--- src/rtl/fb_arbiter.sv ---
// rtl/fb_arbiter.sv - framebuffer access controller sharing one bitmap RAM between the UART writer and OLED reader
module fb_arbiter #(
  parameter int ROWS    = 80,
  parameter int TIMEOUT = 48000
) (
  input  logic        clk_48mhz,
  input  logic        reset,
  input  logic [7:0]  rx_data,
  input  logic        rx_strobe,
  input  logic        rd_req,
  input  logic [7:0]  rd_row,
  output logic        rd_valid,
  output logic [15:0] rd_pixels,
  output logic [6:0]  mem_addr,
  output logic        mem_we,
  output logic [1:0]  mem_wmask,
  output logic [15:0] mem_wdata,
  input  logic [15:0] mem_rdata,
  output logic        frame_done,
  output logic        overrun
);

  localparam int            CW       = $clog2(TIMEOUT + 1);
  localparam logic [7:0]    LAST_OFF = 8'(2 * ROWS - 1);
  localparam logic [7:0]    ROWS_B   = 8'(ROWS);
  localparam logic [CW-1:0] IDLE_MAX = CW'(TIMEOUT);

  typedef enum logic [1:0] {IDLE, WR, RD, RD_DATA} state_t;

  state_t        state;
  logic          buf_valid;
  logic [7:0]    buf_data;
  logic [7:0]    buf_off;
  logic [7:0]    offset;
  logic [CW-1:0] idle_cnt;
  logic          last_rd;
  logic          rd_oob;

  logic commit, accept, wr_pend, rd_pend, grant_wr, grant_rd;

  // rd_req is still high in the rd_valid cycle; it must not start a second read.
  always_comb begin
    commit   = (state == WR);
    accept   = rx_strobe && (!buf_valid || commit);
    wr_pend  = buf_valid;
    rd_pend  = rd_req && !rd_valid;
    grant_wr = (state == IDLE) && wr_pend && (!rd_pend || last_rd);
    grant_rd = (state == IDLE) && rd_pend && (!wr_pend || !last_rd);
  end

  always_ff @(posedge clk_48mhz) begin
    if (!reset) begin
      state      <= IDLE;
      buf_valid  <= 1'b0;
      buf_data   <= 8'd0;
      buf_off    <= 8'd0;
      offset     <= 8'd0;
      idle_cnt   <= '0;
      last_rd    <= 1'b0;
      rd_oob     <= 1'b0;
      rd_valid   <= 1'b0;
      rd_pixels  <= 16'd0;
      mem_addr   <= 7'd0;
      mem_we     <= 1'b0;
      mem_wmask  <= 2'b00;
      mem_wdata  <= 16'd0;
      frame_done <= 1'b0;
      overrun    <= 1'b0;
    end else begin
      rd_valid   <= 1'b0;
      mem_we     <= 1'b0;
      frame_done <= 1'b0;

      if (commit)
        buf_valid <= 1'b0;
      if (accept) begin
        buf_valid <= 1'b1;
        buf_data  <= rx_data;
        buf_off   <= offset;
      end
      if (rx_strobe && !accept)
        overrun <= 1'b1;

      if (rx_strobe)
        idle_cnt <= '0;
      else if (idle_cnt != IDLE_MAX)
        idle_cnt <= idle_cnt + CW'(1);

      // Offset snaps to 0 on the cycle the idle counter reaches TIMEOUT.
      if (accept)
        offset <= (offset == LAST_OFF) ? 8'd0 : offset + 8'd1;
      else if (!rx_strobe && idle_cnt == IDLE_MAX - CW'(1))
        offset <= 8'd0;

      case (state)
        IDLE: begin
          if (grant_wr) begin
            state      <= WR;
            last_rd    <= 1'b0;
            mem_we     <= 1'b1;
            mem_addr   <= buf_off[7:1];
            mem_wmask  <= buf_off[0] ? 2'b01 : 2'b10;
            mem_wdata  <= {buf_data, buf_data};
            frame_done <= (buf_off == LAST_OFF);
          end else if (grant_rd) begin
            state   <= RD;
            last_rd <= 1'b1;
            rd_oob  <= (rd_row >= ROWS_B);
            if (rd_row < ROWS_B)
              mem_addr <= rd_row[6:0];
          end
        end
        WR:      state <= IDLE;
        RD:      state <= RD_DATA;
        RD_DATA: begin
          state     <= IDLE;
          rd_valid  <= 1'b1;
          rd_pixels <= rd_oob ? 16'd0 : mem_rdata;
        end
        default: state <= IDLE;
      endcase
    end
  end

endmodule

--- config.mk ---
export PLATFORM = sky130hd
export DESIGN_NAME = fb_arbiter
export DESIGN_NICKNAME = d
export VERILOG_FILES = /design/src/rtl/fb_arbiter.sv
export SDC_FILE = /design/constraint.sdc
export NUM_CORES = 1
export LEC_CHECK = 0
export BUFFER_PORTS_ARGS = -buffer_cell sky130_fd_sc_hd__buf_2
export CAP_MARGIN = 20
export CORE_UTILIZATION = 40
export DETAILED_ROUTE_END_ITERATION = 12
export PLACE_DENSITY_LB_ADDON = 0.25
export SYNTH_ARGS = -nofsm -noshare
export SYNTH_HDL_FRONTEND = slang
export SYNTH_SLANG_ARGS = --single-unit
--- constraint.sdc ---
create_clock -name clk_48mhz -period 1.4 [get_ports clk_48mhz]
set_input_delay 0.28 -clock clk_48mhz [delete_from_list [all_inputs] [get_ports clk_48mhz]]
set_output_delay 0.28 -clock clk_48mhz [all_outputs]
set_load 0.05 [all_outputs]
==> results of run 1 <==
## cell usage in the layout, fill, tap and decap left out, types with 2 or more instances in the layout
cell type and n:
buf_2 80, dfxtp_1 68, nand2_1 59, a21oi_1 35, buf_4 31, nor2_1 20
o21ai_0 18, nand3_1 17, a22o_1 16, dfxtp_2 12, nand4_1 11, a31oi_1 9
xor2_1 9, clkbuf_8 9, nand2b_1 5, inv_1 5, buf_6 5, or3_1 4
nand3_2 4, inv_4 3, and3_4 3, xnor2_1 3, o21ai_1 3, ha_4 3
buf_12 3, and4_1 2, nor4bb_4 2, nor3_1 2, o221ai_2 2, o21a_1 2
a211oi_2 2, nand3_4 2, nor2b_1 2, mux2i_1 2, and4_4 2, a21oi_2 2
clkinvlp_4 2, clkbuf_16 2, dfxtp_4 2
## logic make-up (layout without fill, tap and decap cells)
family / count (synthesis) / after routing / share of synthesized area, %
xor gates and xnor gates: 12 / 12 / 3.17
and+or+nand+nor: 146 / 146 / 22.2
adders and majority gates: 3 / 3 / 1.13
AOI/OAI and AO/OA: 94 / 94 / 17.5
DFF: 82 / 82 / 49.5
buffers and inverters: 37 / 145 / 5.85
muxes: 2 / 2 / 0.604
## state kept, by name, summed over array words and instances (netlist names)
register and cells:
idle_cnt 16, mem_wdata 8, mem_wmask 2, frame_done 1, last_rd 1, mem_addr 7, mem_we 1, buf_data 8
offset 8, rd_valid 1, buf_off 8, rd_pixels 16, buf_valid 1, state 2, overrun 1, rd_oob 1
## per-layer routing
metal,up-vias,global-route usage (%)
met3,16,4.55
met2,61,28.6
met4,0,7.44
met1,1387,22.9
met5,-,0
li1,1524,-
## how the worst max path moves through the flow
stage	slack (ns)	depth (start not counted)	end	startpoint
2_1_floorplan	0.002	5	offset[6]$_SDFFE_PN0P_	offset[0]$_SDFFE_PN0P_
3_3_place_gp	-0.21	4	rd_pixels[12]$_SDFFE_PN0P_	reset
3_5_place_dp	-0.27	4	rd_pixels[14]$_SDFFE_PN0P_	reset
4_1_cts	-0.03	7	idle_cnt[0]$_SDFFE_PP0P_	idle_cnt[1]$_SDFFE_PP0P_
5_1_grt	-0.10	7	idle_cnt[0]$_SDFFE_PP0P_	idle_cnt[0]$_SDFFE_PP0P_
6_report	-0.01	6	idle_cnt[15]$_SDFFE_PP0P_	idle_cnt[1]$_SDFFE_PP0P_
## metrics by stage
step / power [mW] / instance area (µm²) / cells / hold WS (ns)
after global routing: 4.98 / 4480 / 586 / 0.103
final: 4.76 / 4480 / 586 / 0.119
after detailed placement: 3.13 / 3980 / 563 / 0.450
after global placement: 3.12 / 3980 / 563 / 0.443
after floorplan: 2.92 / 3330 / 376 / 0.397
after CTS: 4.74 / 4260 / 582 / 0.106
## cell type report
class / instances / area (µm²) / share of cell area (%)
flip-flops and latches: 82 / 1660 / 37.1
multi-input cells: 257 / 1680 / 37.5
clock inverters: 6 / 50.0 / 1.12
inverters: 8 / 35.0 / 0.781
clock buffers: 10 / 128 / 2.85
well taps: 102 / 128 / 2.85
repair buffers: 121 / 800 / 17.8
## report_power, final
| group | internal, mW | leakage (nW) | switching [mW] | total [mW] |
|---|---|---|---|---|
| sequential | 2.41 | 0.672 | 0.0572 | 2.47 |
| combinational | 0.269 | 1.06 | 0.443 | 0.712 |
| clock | 0.667 | 0.0853 | 0.912 | 1.58 |
| total | 3.35 | 1.81 | 1.41 | 4.76 |
## repair_timing
item	CTS	global route
pin swaps	10	13
hold buffers	0	0
resized for setup	22	40
buffers inserted	3	2
cloned	0	2
setup endpoints to repair	45	36
==> metrics.cfg, run 1 <==
[grt]
grt_antenna_before_repair = 0
grt_pass1_vias = 2649
grt_max_degree = 28
grt_util_all_layers_pct = 17.9
grt_pass1_wl_mm = 12.3
overflow = 0

[detailed_routing]
routed_wl_mm = 7.94
route.detailed.drc = 0
wl_met3_um = 355
wl_met2_mm = 3.88
top_layer = met4
m1WireLength_mm = 3.57
ant_nets = 0
vias = 2988
drt_iter0_markers = 141
dr.pass1.iters = 4
avgRoutedWirePerCell_um = 13.6
vias_per_cell = 5.10

[clock_network]
cts_sinks = 82
clkSlewWorstSetupHoldPaths_ns = 0.09
ctsRootBufferMaster = clkbuf_8
numCtsBuffers = 9
cts.htree.levels = 3
cts_tree = yes
clockBufferDepth = 2
clk_latency_ns = 0.36

[critical_path]
endpoint_kind = register
reg2reg_depth = 6
crit_path_start_kind = register
rrSetupSlack_ns = -0.01
cpLargestDelayFamily = simple AND/OR/NAND/NOR gates
crit_slowest_cell = dfxtp_4
reg2reg_from = idle_cnt[1]$_SDFFE_PP0P_
worstPathArrival_ns = 1.72
worstPathBufferInverterCount = 2
cp.required_ns = 1.70
worstPathCellList = buf_6 -> buf_4 -> and4_4 -> nand3_4 -> or3_1 -> a21oi_2
r2r_end = idle_cnt[15]$_SDFFE_PP0P_
setup.worst_path.class = reg -> reg
cp_max_fo = 3
critPathMaxStageDelay_ns = 0.37

[final_layout]
finalNetCount = 518
fin_util_pct = 56.8
diodes = 0
final_layout_size_suffix_gt1_share_pct = 38.4
n_fill_cell = 707
area_delta_synth_final_pct = 35.2

[floorplanning]
die_x_um = 93.0
top_level_ports = 81
core_um2 = 7890
rows = 32
die_area_um2 = 8660
chipHeight_um = 93.0
start_util_pct = 42.0

[sta]
timing.fmax_ghz = 0.707
max_slew_margin_pct = 71.7
fin_ws_ns = -0.0149
setup_viol_count_final = 6
final.setup.tns_ns = -0.0570
rsz0062_at_grt = yes
finalMaxSlewViolations = 0
hold_violations = 0
post-route-period-util_pct = 101
worstMarginPinSlew_ns = 0.423
fin_crit_ns = 1.41
skew_ns = 0.0108

[power]
leakage_nw = 1.81
powerDensity_nw_per_um2 = 1060
ir_worst_vdd_mv = 0.692

[yosys]
yosys.area.top_type = dfxtp_1
ys_top_cells_by_area = dfxtp_1 (50%), nand2_1 (6.7%), a21oi_1 (5.6%)
synth.distinct_cells = 44
synth_top_area_share_pct = 49.5
ys_ff_latch = 82
ys_seq_area_share_pct = 49.5
async_flop_share_pct = 0
synth_ff_type = dfxtp_1
yosysWarnings = 0
syn-cell-area_um2 = 3320
synth.avg_cell_area_um2 = 8.82
synth-edff-count = 0
ys_top_cells_by_count = dfxtp_1 (82), nand2_1 (59), a21oi_1 (37)
postSynthCellCount = 376
syn_nets = 415
yosysMostFrequentCell = dfxtp_1

[placement]
gp_congestion = 0.818
hpwlAfterDp_mm = 5.26
dpl_worst_slack_ns = -0.267
portBuffers = 80

[outcome]
failed_checks = negative setup slack
status = finished, violations left

[min_path]
min_from = mem_rdata[13]
hold_path_class = in -> reg
holdPathStages = 2
hold-path-endpoint = rd_pixels[13]$_SDFFE_PN0P_

[job]
max_cap_viol_count = 0

Power figures use the tool's default switching activity.
==> inputs of run 2 (changes only) <==
Settings changed: CORE_UTILIZATION 40 to 45.
==> metrics.cfg, run 2 (synthesis results as in run 1) <==
[outcome]
status = finished, violations left  ; unchanged
failed_checks = negative setup slack  ; unchanged

[grt]
grt_max_degree = 35  ; was 28
grt-busiest-layer = met2  ; unchanged
met3_usage_pct = 4.24  ; was 4.55%
grt_pass1_wl_mm = 12.3  ; about the same
grt_antenna_before_repair = 0  ; unchanged
grt.met1_usage_pct = 26.6  ; was 22.9%
overflow = 0  ; unchanged
grtUsageMet2_pct = 32.1  ; was 28.6%
grt_util_all_layers_pct = 20.4  ; was 17.9%
grt_pass1_vias = 2727  ; was 2649

[sta]
rsz0062_at_grt = yes  ; unchanged
fin_ws_ns = -0.0470  ; was -0.0149 ns
finalMaxSlewViolations = 0  ; unchanged
worstMarginPinSlew_ns = 0.401  ; was 0.423 ns
timing.fmax_ghz = 0.691  ; was 0.707 GHz
hold_violations = 0  ; unchanged
skew_ns = 0.0117  ; was 0.0108 ns
max_slew_margin_pct = 73.2  ; was 71.7%
post-route-period-util_pct = 103  ; was 101%
setup_viol_count_final = 8  ; was 6
fin_crit_ns = 1.45  ; was 1.41 ns

[critical_path]
reg2reg_from = idle_cnt[1]$_SDFFE_PP0P_  ; unchanged
cp.required_ns = 1.63  ; was 1.70 ns
cpLargestDelayFamily = simple AND/OR/NAND/NOR gates  ; unchanged
crit_path_start_kind = register  ; unchanged
crit_slowest_cell = dfxtp_2  ; was dfxtp_4
rrSetupSlack_ns = -0.05  ; was -0.01 ns
worstPathArrival_ns = 1.68  ; was 1.72 ns
cp_max_fo = 5  ; was 3
worstPathBufferInverterCount = 0  ; was 2
worstPathCellList = ha_4 -> nor4bb_2 -> nand4_1 -> nand3_2 -> mux2i_1  ; was buf_6 -> buf_4 -> and4_4 -> nand3_4 -> or3_1 -> a21oi_2
r2r_end = offset[0]$_SDFFE_PN0P_  ; was idle_cnt[15]$_SDFFE_PP0P_
setup.worst_path.class = reg -> reg  ; unchanged
endpoint_kind = register  ; unchanged
critPathMaxStageDelay_ns = 0.36  ; was 0.37 ns
reg2reg_depth = 5  ; was 6

[power]
power_mw = 4.76  ; about the same
ir_worst_vdd_mv = 0.579  ; was 0.692 mV
leakage_nw = 1.83  ; was 1.81 nW
powerDensity_nw_per_um2 = 1050  ; was 1060 nW/µm²

[clock_network]
ctsRootBufferMaster = clkbuf_8  ; unchanged
clockBufferDepth = 2  ; unchanged
cts_tree = yes  ; unchanged
cts.htree.levels = 3  ; unchanged
hold_buffers = 0  ; unchanged
clkSlewWorstSetupHoldPaths_ns = 0.09  ; about the same
cts_sinks = 82  ; unchanged
numCtsBuffers = 9  ; unchanged
clk_latency_ns = 0.35  ; was 0.36 ns

[detailed_routing]
dr.pass1.iters = 4  ; unchanged
route.detailed.drc = 0  ; unchanged
ant_nets = 0  ; unchanged
vias = 3069  ; was 2988
drt_iter0_markers = 185  ; was 141
routed_wl_mm = 7.77  ; was 7.94 mm
avgRoutedWirePerCell_um = 13.3  ; was 13.6 µm
vias_per_cell = 5.26  ; was 5.10

[min_path]
hold_path_class = in -> reg  ; unchanged
hold-path-endpoint = rd_pixels[4]$_SDFFE_PN0P_  ; was rd_pixels[13]$_SDFFE_PN0P_
holdPathStages = 2  ; unchanged
min_from = mem_rdata[4]  ; was mem_rdata[13]

[placement]
gp_congestion = 0.818  ; unchanged
portBuffers = 80  ; unchanged
hpwlAfterDp_mm = 5.03  ; was 5.26 mm
numPlacedInstances = 554  ; was 563

[final_layout]
fin_util_pct = 65.0  ; was 56.8%
diodes = 0  ; unchanged
multi_input_area_um2 = 1680  ; about the same
layout_commonest_cell = buf_2  ; unchanged
most-common-layout-cells = buf_2 (80), dfxtp_1 (68), nand2_1 (57), a21oi_1 (34), buf_4 (34)  ; was buf_2 (80), dfxtp_1 (68), nand2_1 (59), a21oi_1 (35), buf_4 (31)
top_regs = idle_cnt: 16 flops, rd_pixels: 16 flops  ; unchanged
n_fill_cell = 591  ; was 707
final_layout_size_suffix_gt1_share_pct = 40.0  ; was 38.4%
fin_cells = 583  ; was 586
seq_area_um2 = 1660  ; unchanged
area_delta_synth_final_pct = 36.2  ; was 35.2%
finalNetCount = 521  ; was 518

[floorplanning]
chipHeight_um = 87.8  ; was 93.0 µm
core_um2 = 6940  ; was 7890 µm²
die_area_um2 = 7720  ; was 8660 µm²
top_level_ports = 81  ; unchanged
rows = 30  ; was 32
start_util_pct = 47.7  ; was 42.0%
die_x_um = 87.8  ; was 93.0 µm

[job]
max_cap_viol_count = 0  ; unchanged

## run 2: layout make-up
class                           instances  area share [%]
Clock buffer                           10            2.83
Sequential cell                        82            36.9
Inverter                                8           0.776
Timing Repair Buffer                  124            18.5
Tap cell                               96            2.66
Clock inverter                          6            1.11
Multi-Input combinational cell        257            37.3
## run 2: metal layers
metal | routed length [µm] | vias to the layer above
li1 | - | 1533
met1 | 3490 | 1441
met2 | 3780 | 83
met3 | 369 | 12
met4 | 135 | 0
met5 | 0 | -
## run 2: worst max path at each step
stage                             start                    endpoint  slack, ns  cells after the start
6_report       idle_cnt[1]$_SDFFE_PP0P_      offset[0]$_SDFFE_PN0P_      -0.05                      5
5_1_grt        idle_cnt[0]$_SDFFE_PP0P_    idle_cnt[0]$_SDFFE_PP0P_       -0.1                      7
4_1_cts        idle_cnt[0]$_SDFFE_PP0P_    idle_cnt[0]$_SDFFE_PP0P_      -0.02                      7
2_1_floorplan    offset[0]$_SDFFE_PN0P_      offset[6]$_SDFFE_PN0P_      0.002                      5
3_3_place_gp                      reset  rd_pixels[13]$_SDFFE_PN0P_      -0.21                      4
3_5_place_dp                      reset  rd_pixels[15]$_SDFFE_PN0P_      -0.24                      4
## run 2: through the flow
step	setup slack [ns]	setup TNS [ns]	instance area [µm²]	hold slack [ns]
floorplan	0.00187	0	3330	0.397
global placement	-0.214	-3.69	3950	0.441
detailed placement	-0.243	-4.41	3950	0.450
CTS	-0.0205	-0.0415	4260	0.120
global route	-0.0970	-0.937	4510	0.115
finish	-0.0470	-0.215	4510	0.134
## run 2: power breakdown
| group | switching (mW) | internal (mW) | leakage [nW] | total [mW] |
|---|---|---|---|---|
| Combinational | 0.451 | 0.291 | 1.08 | 0.743 |
| Sequential | 0.0537 | 2.41 | 0.672 | 2.46 |
| Clock | 0.891 | 0.663 | 0.0835 | 1.55 |
| Total | 1.40 | 3.37 | 1.83 | 4.76 |
## run 2: timing repair
item / in CTS / in global routing
gates cloned: 0 / 3
pin swaps: 8 / 24
setup endpoints to repair: 45 / 42
resized for setup: 28 / 44
setup buffers: 4 / 6
